<file path="config.mk">
export PLATFORM = sky130hd
export DESIGN_NAME = gshare_bp
export DESIGN_NICKNAME = d
export VERILOG_FILES = /design/src/rtl/bp_pkg.sv /design/src/rtl/bp_ras.sv /design/src/rtl/gshare_bp.sv
export SDC_FILE = /design/constraint.sdc
export NUM_CORES = 2
export LEC_CHECK = 0
export ABC_AREA = 1
export BUFFER_PORTS_ARGS = -buffer_cell sky130_fd_sc_hd__buf_2
export CORE_MARGIN = 4
export CORE_UTILIZATION = 65
export CTS_BUF_LIST = sky130_fd_sc_hd__clkbuf_4
export CTS_CLUSTER_SIZE = 16
export DETAILED_ROUTE_END_ITERATION = 8
export GPL_TIMING_DRIVEN = 0
export HOLD_SLACK_MARGIN = 0.05
export PLACE_DENSITY = 0.9
export RECOVER_POWER = 100
export SETUP_SLACK_MARGIN = 0.15
export SYNTH_ARGS = -nofsm -noshare
export SYNTH_HDL_FRONTEND = slang
export SYNTH_HIERARCHICAL = 1
export SYNTH_SLANG_ARGS = --single-unit
</file>
<file path="constraint.sdc">
create_clock -name clk -period 3.51 [get_ports clk]
set_clock_uncertainty 0.1 [all_clocks]
set_input_delay 0.1755 -clock clk [delete_from_list [all_inputs] [get_ports clk]]
set_output_delay 0.1755 -clock clk [all_outputs]
set_load 0.01 [all_outputs]
</file>
<file path="src/rtl/bp_pkg.sv">
// Shared definitions for the branch predictor: 2-bit counter states, BTB entry layout
// and the saturating counter helpers.
package bp_pkg;

  localparam logic [1:0] SNT = 2'd0;
  localparam logic [1:0] WNT = 2'd1;
  localparam logic [1:0] WT  = 2'd2;
  localparam logic [1:0] ST  = 2'd3;

  localparam int BP_DBITS    = 32;
  localparam int BP_TAG_BITS = 16;

  // Entry layout at the default address/tag widths, for code outside the predictor.
  typedef struct packed {
    logic                   valid;
    logic [BP_TAG_BITS-1:0] tag;
    logic [BP_DBITS-1:0]    target;
  } btb_entry_t;

  function automatic logic [1:0] ctr_inc(input logic [1:0] c);
    return (c == ST) ? ST : c + 2'd1;
  endfunction

  function automatic logic [1:0] ctr_dec(input logic [1:0] c);
    return (c == SNT) ? SNT : c - 2'd1;
  endfunction

  function automatic logic ctr_taken(input logic [1:0] c);
    return c >= WT;
  endfunction

endpackage

</file>
<file path="src/rtl/bp_ras.sv">
// Circular return address stack: push overwrites the oldest entry when full,
// simultaneous push and pop replaces the top in place.
module bp_ras #(
  parameter int DEPTH = 4,
  parameter int DBITS = 32
) (
  input  logic             clk,
  input  logic             reset,
  input  logic             push_i,
  input  logic             pop_i,
  input  logic [DBITS-1:0] push_data_i,
  output logic [DBITS-1:0] top_o,
  output logic             empty_o
);

  localparam int PW = $clog2(DEPTH);
  localparam int CW = $clog2(DEPTH + 1);

  logic [DBITS-1:0] r_stack [DEPTH];
  logic [PW-1:0]    r_top;
  logic [CW-1:0]    r_count;
  logic             w_pop;
  logic [PW-1:0]    w_top_inc;

  assign empty_o   = (r_count == '0);
  assign w_pop     = pop_i & ~empty_o;
  assign w_top_inc = r_top + PW'(1);
  assign top_o     = r_stack[r_top];

  always_ff @(posedge clk or negedge reset) begin
    if (!reset) begin
      r_top   <= '0;
      r_count <= '0;
    end else if (push_i && !w_pop) begin
      r_top <= w_top_inc;
      if (r_count != CW'(DEPTH)) begin
        r_count <= r_count + CW'(1);
      end
    end else if (w_pop && !push_i) begin
      r_top   <= r_top - PW'(1);
      r_count <= r_count - CW'(1);
    end
  end

  // Storage needs no reset: the count alone decides whether the top is meaningful.
  always_ff @(posedge clk) begin
    if (push_i && w_pop) begin
      r_stack[r_top] <= push_data_i;
    end else if (push_i) begin
      r_stack[w_top_inc] <= push_data_i;
    end
  end

endmodule

</file>
<file path="src/rtl/gshare_bp.sv">
// gshare predictor: PC xor global history selects a 2-bit counter, a tagged BTB gives targets.
// Defining GSHARE_RAS_EN adds a return address stack that overrides the prediction for returns.
module gshare_bp
  import bp_pkg::*;
#(
  parameter int         DBITS        = 32,
  parameter int         GHR_BITS     = 8,
  parameter int         BTB_IDX_BITS = 4,
  parameter int         BTB_TAG_BITS = 16,
  parameter int         RAS_DEPTH    = 4,
  parameter logic [1:0] CTR_INIT     = WNT
) (
  input  logic                clk,
  input  logic                reset,
  input  logic                pred_valid_i,
  input  logic [DBITS-1:0]    pred_pc_i,
  input  logic                pred_is_branch_i,
  input  logic                pred_is_call_i,
  input  logic                pred_is_ret_i,
  output logic                pred_taken_o,
  output logic [DBITS-1:0]    pred_target_o,
  output logic [GHR_BITS-1:0] pred_pht_idx_o,
  output logic                pred_btb_hit_o,
  input  logic                upd_valid_i,
  input  logic                upd_taken_i,
  input  logic [GHR_BITS-1:0] upd_pht_idx_i,
  input  logic [DBITS-1:0]    upd_pc_i,
  input  logic [DBITS-1:0]    upd_target_i
);

  localparam int PHT_N  = 1 << GHR_BITS;
  localparam int BTB_N  = 1 << BTB_IDX_BITS;
  localparam int TAG_LO = BTB_IDX_BITS + 2;
  localparam int TAG_HI = BTB_TAG_BITS + BTB_IDX_BITS + 1;

  typedef struct packed {
    logic                    valid;
    logic [BTB_TAG_BITS-1:0] tag;
    logic [DBITS-1:0]        target;
  } btb_row_t;

  logic [1:0]              r_pht [PHT_N];
  logic [GHR_BITS-1:0]     r_bhr;
  logic [BTB_N-1:0]        r_btb_valid;
  logic [BTB_TAG_BITS-1:0] r_btb_tag [BTB_N];
  logic [DBITS-1:0]        r_btb_tgt [BTB_N];

  logic [GHR_BITS-1:0]     w_pht_idx;
  logic [BTB_IDX_BITS-1:0] w_btb_idx;
  logic [BTB_TAG_BITS-1:0] w_tag;
  btb_row_t                w_rd;
  logic                    w_hit;
  logic                    w_dir_taken;
  logic [DBITS-1:0]        w_pc_plus4;
  logic [BTB_IDX_BITS-1:0] w_upd_btb_idx;
  logic [BTB_TAG_BITS-1:0] w_upd_tag;
  logic                    w_btb_wr;

  assign w_pht_idx     = pred_pc_i[GHR_BITS+1:2] ^ r_bhr;
  assign w_btb_idx     = pred_pc_i[BTB_IDX_BITS+1:2];
  assign w_tag         = pred_pc_i[TAG_HI:TAG_LO];
  assign w_upd_btb_idx = upd_pc_i[BTB_IDX_BITS+1:2];
  assign w_upd_tag     = upd_pc_i[TAG_HI:TAG_LO];
  assign w_btb_wr      = upd_valid_i & upd_taken_i;
  assign w_pc_plus4    = pred_pc_i + DBITS'(4);

  assign w_rd = '{valid:  r_btb_valid[w_btb_idx],
                  tag:    r_btb_tag[w_btb_idx],
                  target: r_btb_tgt[w_btb_idx]};

  assign w_hit       = w_rd.valid && (w_rd.tag == w_tag);
  assign w_dir_taken = pred_valid_i & pred_is_branch_i & w_hit & ctr_taken(r_pht[w_pht_idx]);

  assign pred_pht_idx_o = w_pht_idx;
  assign pred_btb_hit_o = w_hit;

  // Training is non-speculative: history shifts only on resolved branches.
  always_ff @(posedge clk or negedge reset) begin
    if (!reset) begin
      for (int i = 0; i < PHT_N; i++) begin
        r_pht[i] <= CTR_INIT;
      end
      r_bhr <= '0;
    end else if (upd_valid_i) begin
      r_pht[upd_pht_idx_i] <= upd_taken_i ? ctr_inc(r_pht[upd_pht_idx_i])
                                          : ctr_dec(r_pht[upd_pht_idx_i]);
      r_bhr <= {r_bhr[GHR_BITS-2:0], upd_taken_i};
    end
  end

  always_ff @(posedge clk or negedge reset) begin
    if (!reset) begin
      r_btb_valid <= '0;
    end else if (w_btb_wr) begin
      r_btb_valid[w_upd_btb_idx] <= 1'b1;
    end
  end

  always_ff @(posedge clk) begin
    if (w_btb_wr) begin
      r_btb_tag[w_upd_btb_idx] <= w_upd_tag;
      r_btb_tgt[w_upd_btb_idx] <= upd_target_i;
    end
  end

`ifdef GSHARE_RAS_EN
  logic             w_ras_empty;
  logic             w_ras_hit;
  logic [DBITS-1:0] w_ras_top;
  logic             w_unused;

  assign w_ras_hit = pred_valid_i & pred_is_ret_i & ~w_ras_empty;
  assign w_unused  = ^{upd_pc_i[DBITS-1:TAG_HI+1], upd_pc_i[1:0]};

  bp_ras #(
    .DEPTH (RAS_DEPTH),
    .DBITS (DBITS)
  ) u_ras (
    .clk         (clk),
    .reset       (reset),
    .push_i      (pred_valid_i & pred_is_call_i),
    .pop_i       (w_ras_hit),
    .push_data_i (w_pc_plus4),
    .top_o       (w_ras_top),
    .empty_o     (w_ras_empty)
  );

  always_comb begin
    pred_taken_o  = w_dir_taken;
    pred_target_o = w_dir_taken ? w_rd.target : w_pc_plus4;
    if (w_ras_hit) begin
      pred_taken_o  = 1'b1;
      pred_target_o = w_ras_top;
    end
  end
`else
  logic w_unused;

  assign w_unused = ^{pred_is_call_i, pred_is_ret_i,
                      upd_pc_i[DBITS-1:TAG_HI+1], upd_pc_i[1:0]};

  always_comb begin
    pred_taken_o  = w_dir_taken;
    pred_target_o = w_dir_taken ? w_rd.target : w_pc_plus4;
  end
`endif

endmodule
</file>
==> impl_metrics.yaml, run 1 <==
synth:
  syn_avg_cell_area_um2: 8.67
  syn-instance-count: 7149
  yosys_warnings: 6
  async_flop_share_pct: 41.1
  synth_fp_nets: 7262
  syn_area_um2: 62000
  synth_edf_count: 768
  ys_types: 34
  ys_seq_area_share_pct: 59.3
  synthFlopType: "edfxtp_1"
  ys_ff_latch: 1304
clock_tree:
  clockBufferDepth: 4
  cts.sinks: 1304
  cts-root-buf: "clkbuf_4"
  cts-buffers-inserted: 343
  cts.htree.levels: 5
placed_design:
  gp_congestion: 1.14
  io_buffers: 136
  dpl.hpwl_um: 176000
sta:
  worstEpCategory: "top-level output"
  postGrtWorstEndpoint: "pred_target_o[4]"
floorplan:
  num_io_pins: 154
  rows: 113
  die_h_um: 317
  die_x_um: 317
  initial_core_util_pct: 65.4
outcome:
  haltStage: "global routing"
  toolErrorMsg: "[ERROR GRT-0232] Routing congestion too high. Check the congestion heatmap in the GUI."
  status: "did not finish"
global_routing:
  grt_max_degree: 118
  grt.total_usage_pct: 68.8
  grt-ovfl-total: 36
  grt_antenna_before_repair: 49
[kinds of logic after synthesis]
group                      count (synthesis)  synth area share [%]
AOI/OAI and AO/OA                        584                  5.52
xor gates and xnor gates                  36                 0.521
DFF                                     1304                  59.3
buffers and inverters                    916                  6.19
and+or+nand+nor                         4308                  28.4
adders and majority gates                  1                0.0202
[metrics by stage]
| step | setup WS [ps] | area [um2] | std cells |
|---|---|---|---|
| 3_3_place_gp | -8890 | 64300 | 8550 |
| 4_1_cts | -802 | 71900 | 9323 |
| 3_5_place_dp | -1750 | 65100 | 8582 |
| 2_1_floorplan | 132 | 62000 | 7149 |
[layer usage]
layer	track usage [%]	GRT overflow
met3	48.7	1
met1	71.7	1
met2	86.4	17
met4	67.0	17
met5	22.8	0
[synth_stat cells (26+ instances only)]
cell      instances  area share [%]
o22ai_1          82            0.83
o21ai_0         339             2.7
nor3_1          160             1.3
clkbuf_1        212             1.3
nand2_1        2741              17
nand4_1         126             1.3
nor2_1          574             3.5
edfxtp_1        768              37
dfstp_2         256              11
inv_1           492             3.0
nand3_1         691             5.6
o211ai_1         26            0.31
xor2_1           26            0.37
buf_1            28            0.17
o221ai_1         46            0.65
dfrtp_1         280              11
buf_2           136             1.1
a22oi_1          56            0.68
[what timing repair did]
action                      CTS
setup endpoints to repair   502
hold buffers                129
buffers inserted             28
gates resized for setup     279
gates cloned                  4
hold endpoints to repair   2123
pin swaps                    40
==> run 2: changes to the inputs <==
CORE_UTILIZATION = 40   (was 65)
CTS_BUF_LIST = unset   (was sky130_fd_sc_hd__clkbuf_4)
CTS_CLUSTER_SIZE = unset   (was 16)
HOLD_SLACK_MARGIN = unset   (was 0.05)
PLACE_DENSITY = unset   (was 0.9)
PLACE_DENSITY_LB_ADDON = 0.15   (was unset)
SETUP_SLACK_MARGIN = unset   (was 0.15)
==> run 2 against run 1 <==
  * Synthesized cell count unchanged
  * Synthesized area unchanged
  * The flow now finishes, with violations (hold timing, capacitance limit, slew limit, setup timing)
==> impl_metrics.yaml, run 2 <==
critical_path:
  critical_path_arrival_ps: 3610
  worstSetupEndpointType: "output port"
  crit_chain: "xnor2_2 > clkinv_4 > nand3_4 > nand3_4 > nand3_4 > nand3_4 > nand3_4 > buf_6 > nand2_2 > nand2_2 > buf_6"
  cp_slowest_cell: "xnor2_2"
  cp_data_required_time_ps: 3230
  crit_fanout: 9
  cp_common_cell: "nand3_4"
  worst-path-buf-inv: 3
  cp_top_family: "simple AND/OR/NAND/NOR gates"
  startpoint_type: "flip-flop"
  critPathKind: "reg2out"
  max_stage_delay_ps: 580
synth:
  syn_avg_cell_area_um2: 8.67
  yosysTopAreaCell: "edfxtp_1"
  synth.most_common_cell: "nand2_1"
  ys_types: 34
  yosys_warnings: 6
  synthFlopType: "edfxtp_1"
  synth.area.top_cells: "edfxtp_1 (37%), nand2_1 (17%), dfrtp_1 (11%), dfstp_2 (11%), nand3_1 (5.6%)"
  ys_ff_latch: 1304
  ys_seq_area_share_pct: 59.3
  synth_edf_count: 768
  synthDominantCellAreaShare_pct: 37.2
  synth_fp_nets: 7262
  syn_area_um2: 62000
  syn-instance-count: 7149
  ys_top_cells_by_count: "nand2_1 (2741), edfxtp_1 (768), nand3_1 (691)"
  async_flop_share_pct: 41.1
sta:
  drv_slew: 268
  period_minus_slack_ps: 3890
  rsz0062_at_grt: "true"
  hold_viol_final: 6
  worst_slew_pin_slew_ps: 2550
  fin_ws_ps: -380
  hold_slack_ps: -152
  relSlewSlack_pct: -70.1
  fmax_mhz: 257
  post-route-period-util_pct: 111
  setup_viol: 320
  setup-tns-final_ps: -28680
placed_design:
  gp_congestion: 1.03
  dpl.hpwl_um: 184000
  io_buffers: 136
  placed_area_um2: 66300
  post-place-ws_ps: -1750
route:
  drc: 0
  wirelength_um: 274000
  vias: 55400
  top_layer: "met5"
  drtAntennaViolNets: 0
  dr.pass1.iters: 8
  vias_per_cell: 5.69
  drt_iter0_markers: 7014
  wire_per_inst_um: 28.1
  routedLengthMet1_um: 106000
  dr_wl_met2_um: 120000
  route.met3.wl_um: 26600
power:
  powerDensity_nw_per_um2: 507
  max-vdd-ir-drop_uv: 489
  p_leak_nw: 30.0
  totalPowerFinal_mw: 37.2
global_routing:
  grt_pass1_wl_um: 383000
  grt-ovfl-total: 0
  grt_antenna_before_repair: 18
  grt_max_degree: 113
  grt_pass1_vias: 52000
  grt.total_usage_pct: 32.9
floorplan:
  initial_core_util_pct: 40.2
  num_io_pins: 154
  die_x_um: 402
  core_um2: 154000
  dieArea_um2: 161000
  rows: 144
  die_h_um: 402
final_layout:
  nNetsFinal: 7683
  drive_gt1_share_pct: 13.4
  design_area_um2: 73300
  final_common_cell: "nand2_1"
  nFillCells: 14800
  top_regs: "r_btb_tgt (512), r_pht (512), r_btb_tag (256)"
  final_util_pct: 47.6
  layout_common_cells: "nand2_1 (2700), edfxtp_1 (768), nand3_1 (644)"
  area_delta_synth_final_pct: 18.2
clock_tree:
  cts.htree.levels: 4
  cts.sinks: 1304
  cts-buffers-inserted: 148
  cts.reportedPaths.clkPinSlew_ps: 60
  clockBufferDepth: 3
  cts-root-buf: "clkbuf_16"
  clock_latency_ps: 820
  cts_tree: "built"
outcome:
  status: "finished with violations"
  violations: "hold timing, capacitance limit, slew limit, setup timing"
job:
  drv_cap: 7
hold_path:
  min_path_type: "in2reg"
-- run 2: power breakdown --
| group | internal (mW) | switching, mW |
|---|---|---|
| sequential | 16.7 | 0.149 |
| clock | 8.72 | 6.77 |
| combinational | 1.34 | 3.50 |
| total | 26.8 | 10.4 |
-- run 2: metal layers --
| layer | up-vias | global-route usage (%) |
|---|---|---|
| met3 | 835 | 7.62 |
| met5 | - | 0 |
| met1 | 27000 | 42.9 |
| met4 | 12 | 19.2 |
| met2 | 3170 | 50.5 |
| li1 | 24400 | - |
-- run 2: worst register-to-register path, delay by kind of cell, from the launching register on --
family          cells  cell delay (ps)
flops               1              370
simple gates       14             1880
compound gates      1              200
buf+inv             2              680
-- run 2: repair_timing --
action	4_1_cts	5_1_grt
endpoints found under the hold margin	946	0
cloned	9	5
pin swaps	36	21
hold buffers	56	0
gates resized for setup	351	115
endpoints found under the setup margin	523	467
setup buffers	24	2
-- run 2: final cells by class --
type	instances	area, um2	area share [%]
Sequential cell	1304	36800	50.2
Timing Repair Buffer	270	2410	3.29
Clock buffer	207	4030	5.49
Antenna cell	10	25.0	0.0341
Clock inverter	66	807	1.10
Buffer	413	2730	3.73
Tap cell	2044	2560	3.49
Inverter	503	1910	2.61
Multi-Input combinational cell	4930	22000	30.1
-- run 2: logic make-up after synthesis --
kind of cell	count (synthesis)	synth area share, %
fa+ha+maj	1	0.0202
buf+inv	916	6.19
flops	1304	59.3
compound gates	584	5.52
simple gates	4308	28.4
xor+xnor	36	0.521
-- run 2: worst paths after layout --
check	start	endpoint	slack, ps	depth (start not counted)
worst max-delay path	r_bhr[4]	pred_target_o[5]	-380	11
worst min-delay path	upd_pc_i[3]	r_btb_valid[7]	-150	3
worst max register to register	r_pht[270]	r_pht[122]	190	17
max in group asynchronous	reset	r_pht[305]	50	4
worst min register to register	r_pht[366]	r_pht[366]	370	2
min in group asynchronous	reset	r_pht[150]	40	2
-- run 2: metrics by stage --
step | hold WS (ps) | std cells
finish | -152 | 9747
floorplan | -220 | 7149
global placement | 346 | 9329
detailed placement | 113 | 9368
CTS | 2.58 | 9730
global route | -126 | 9739
No activity file was read; power rests on OpenSTA's default activity.
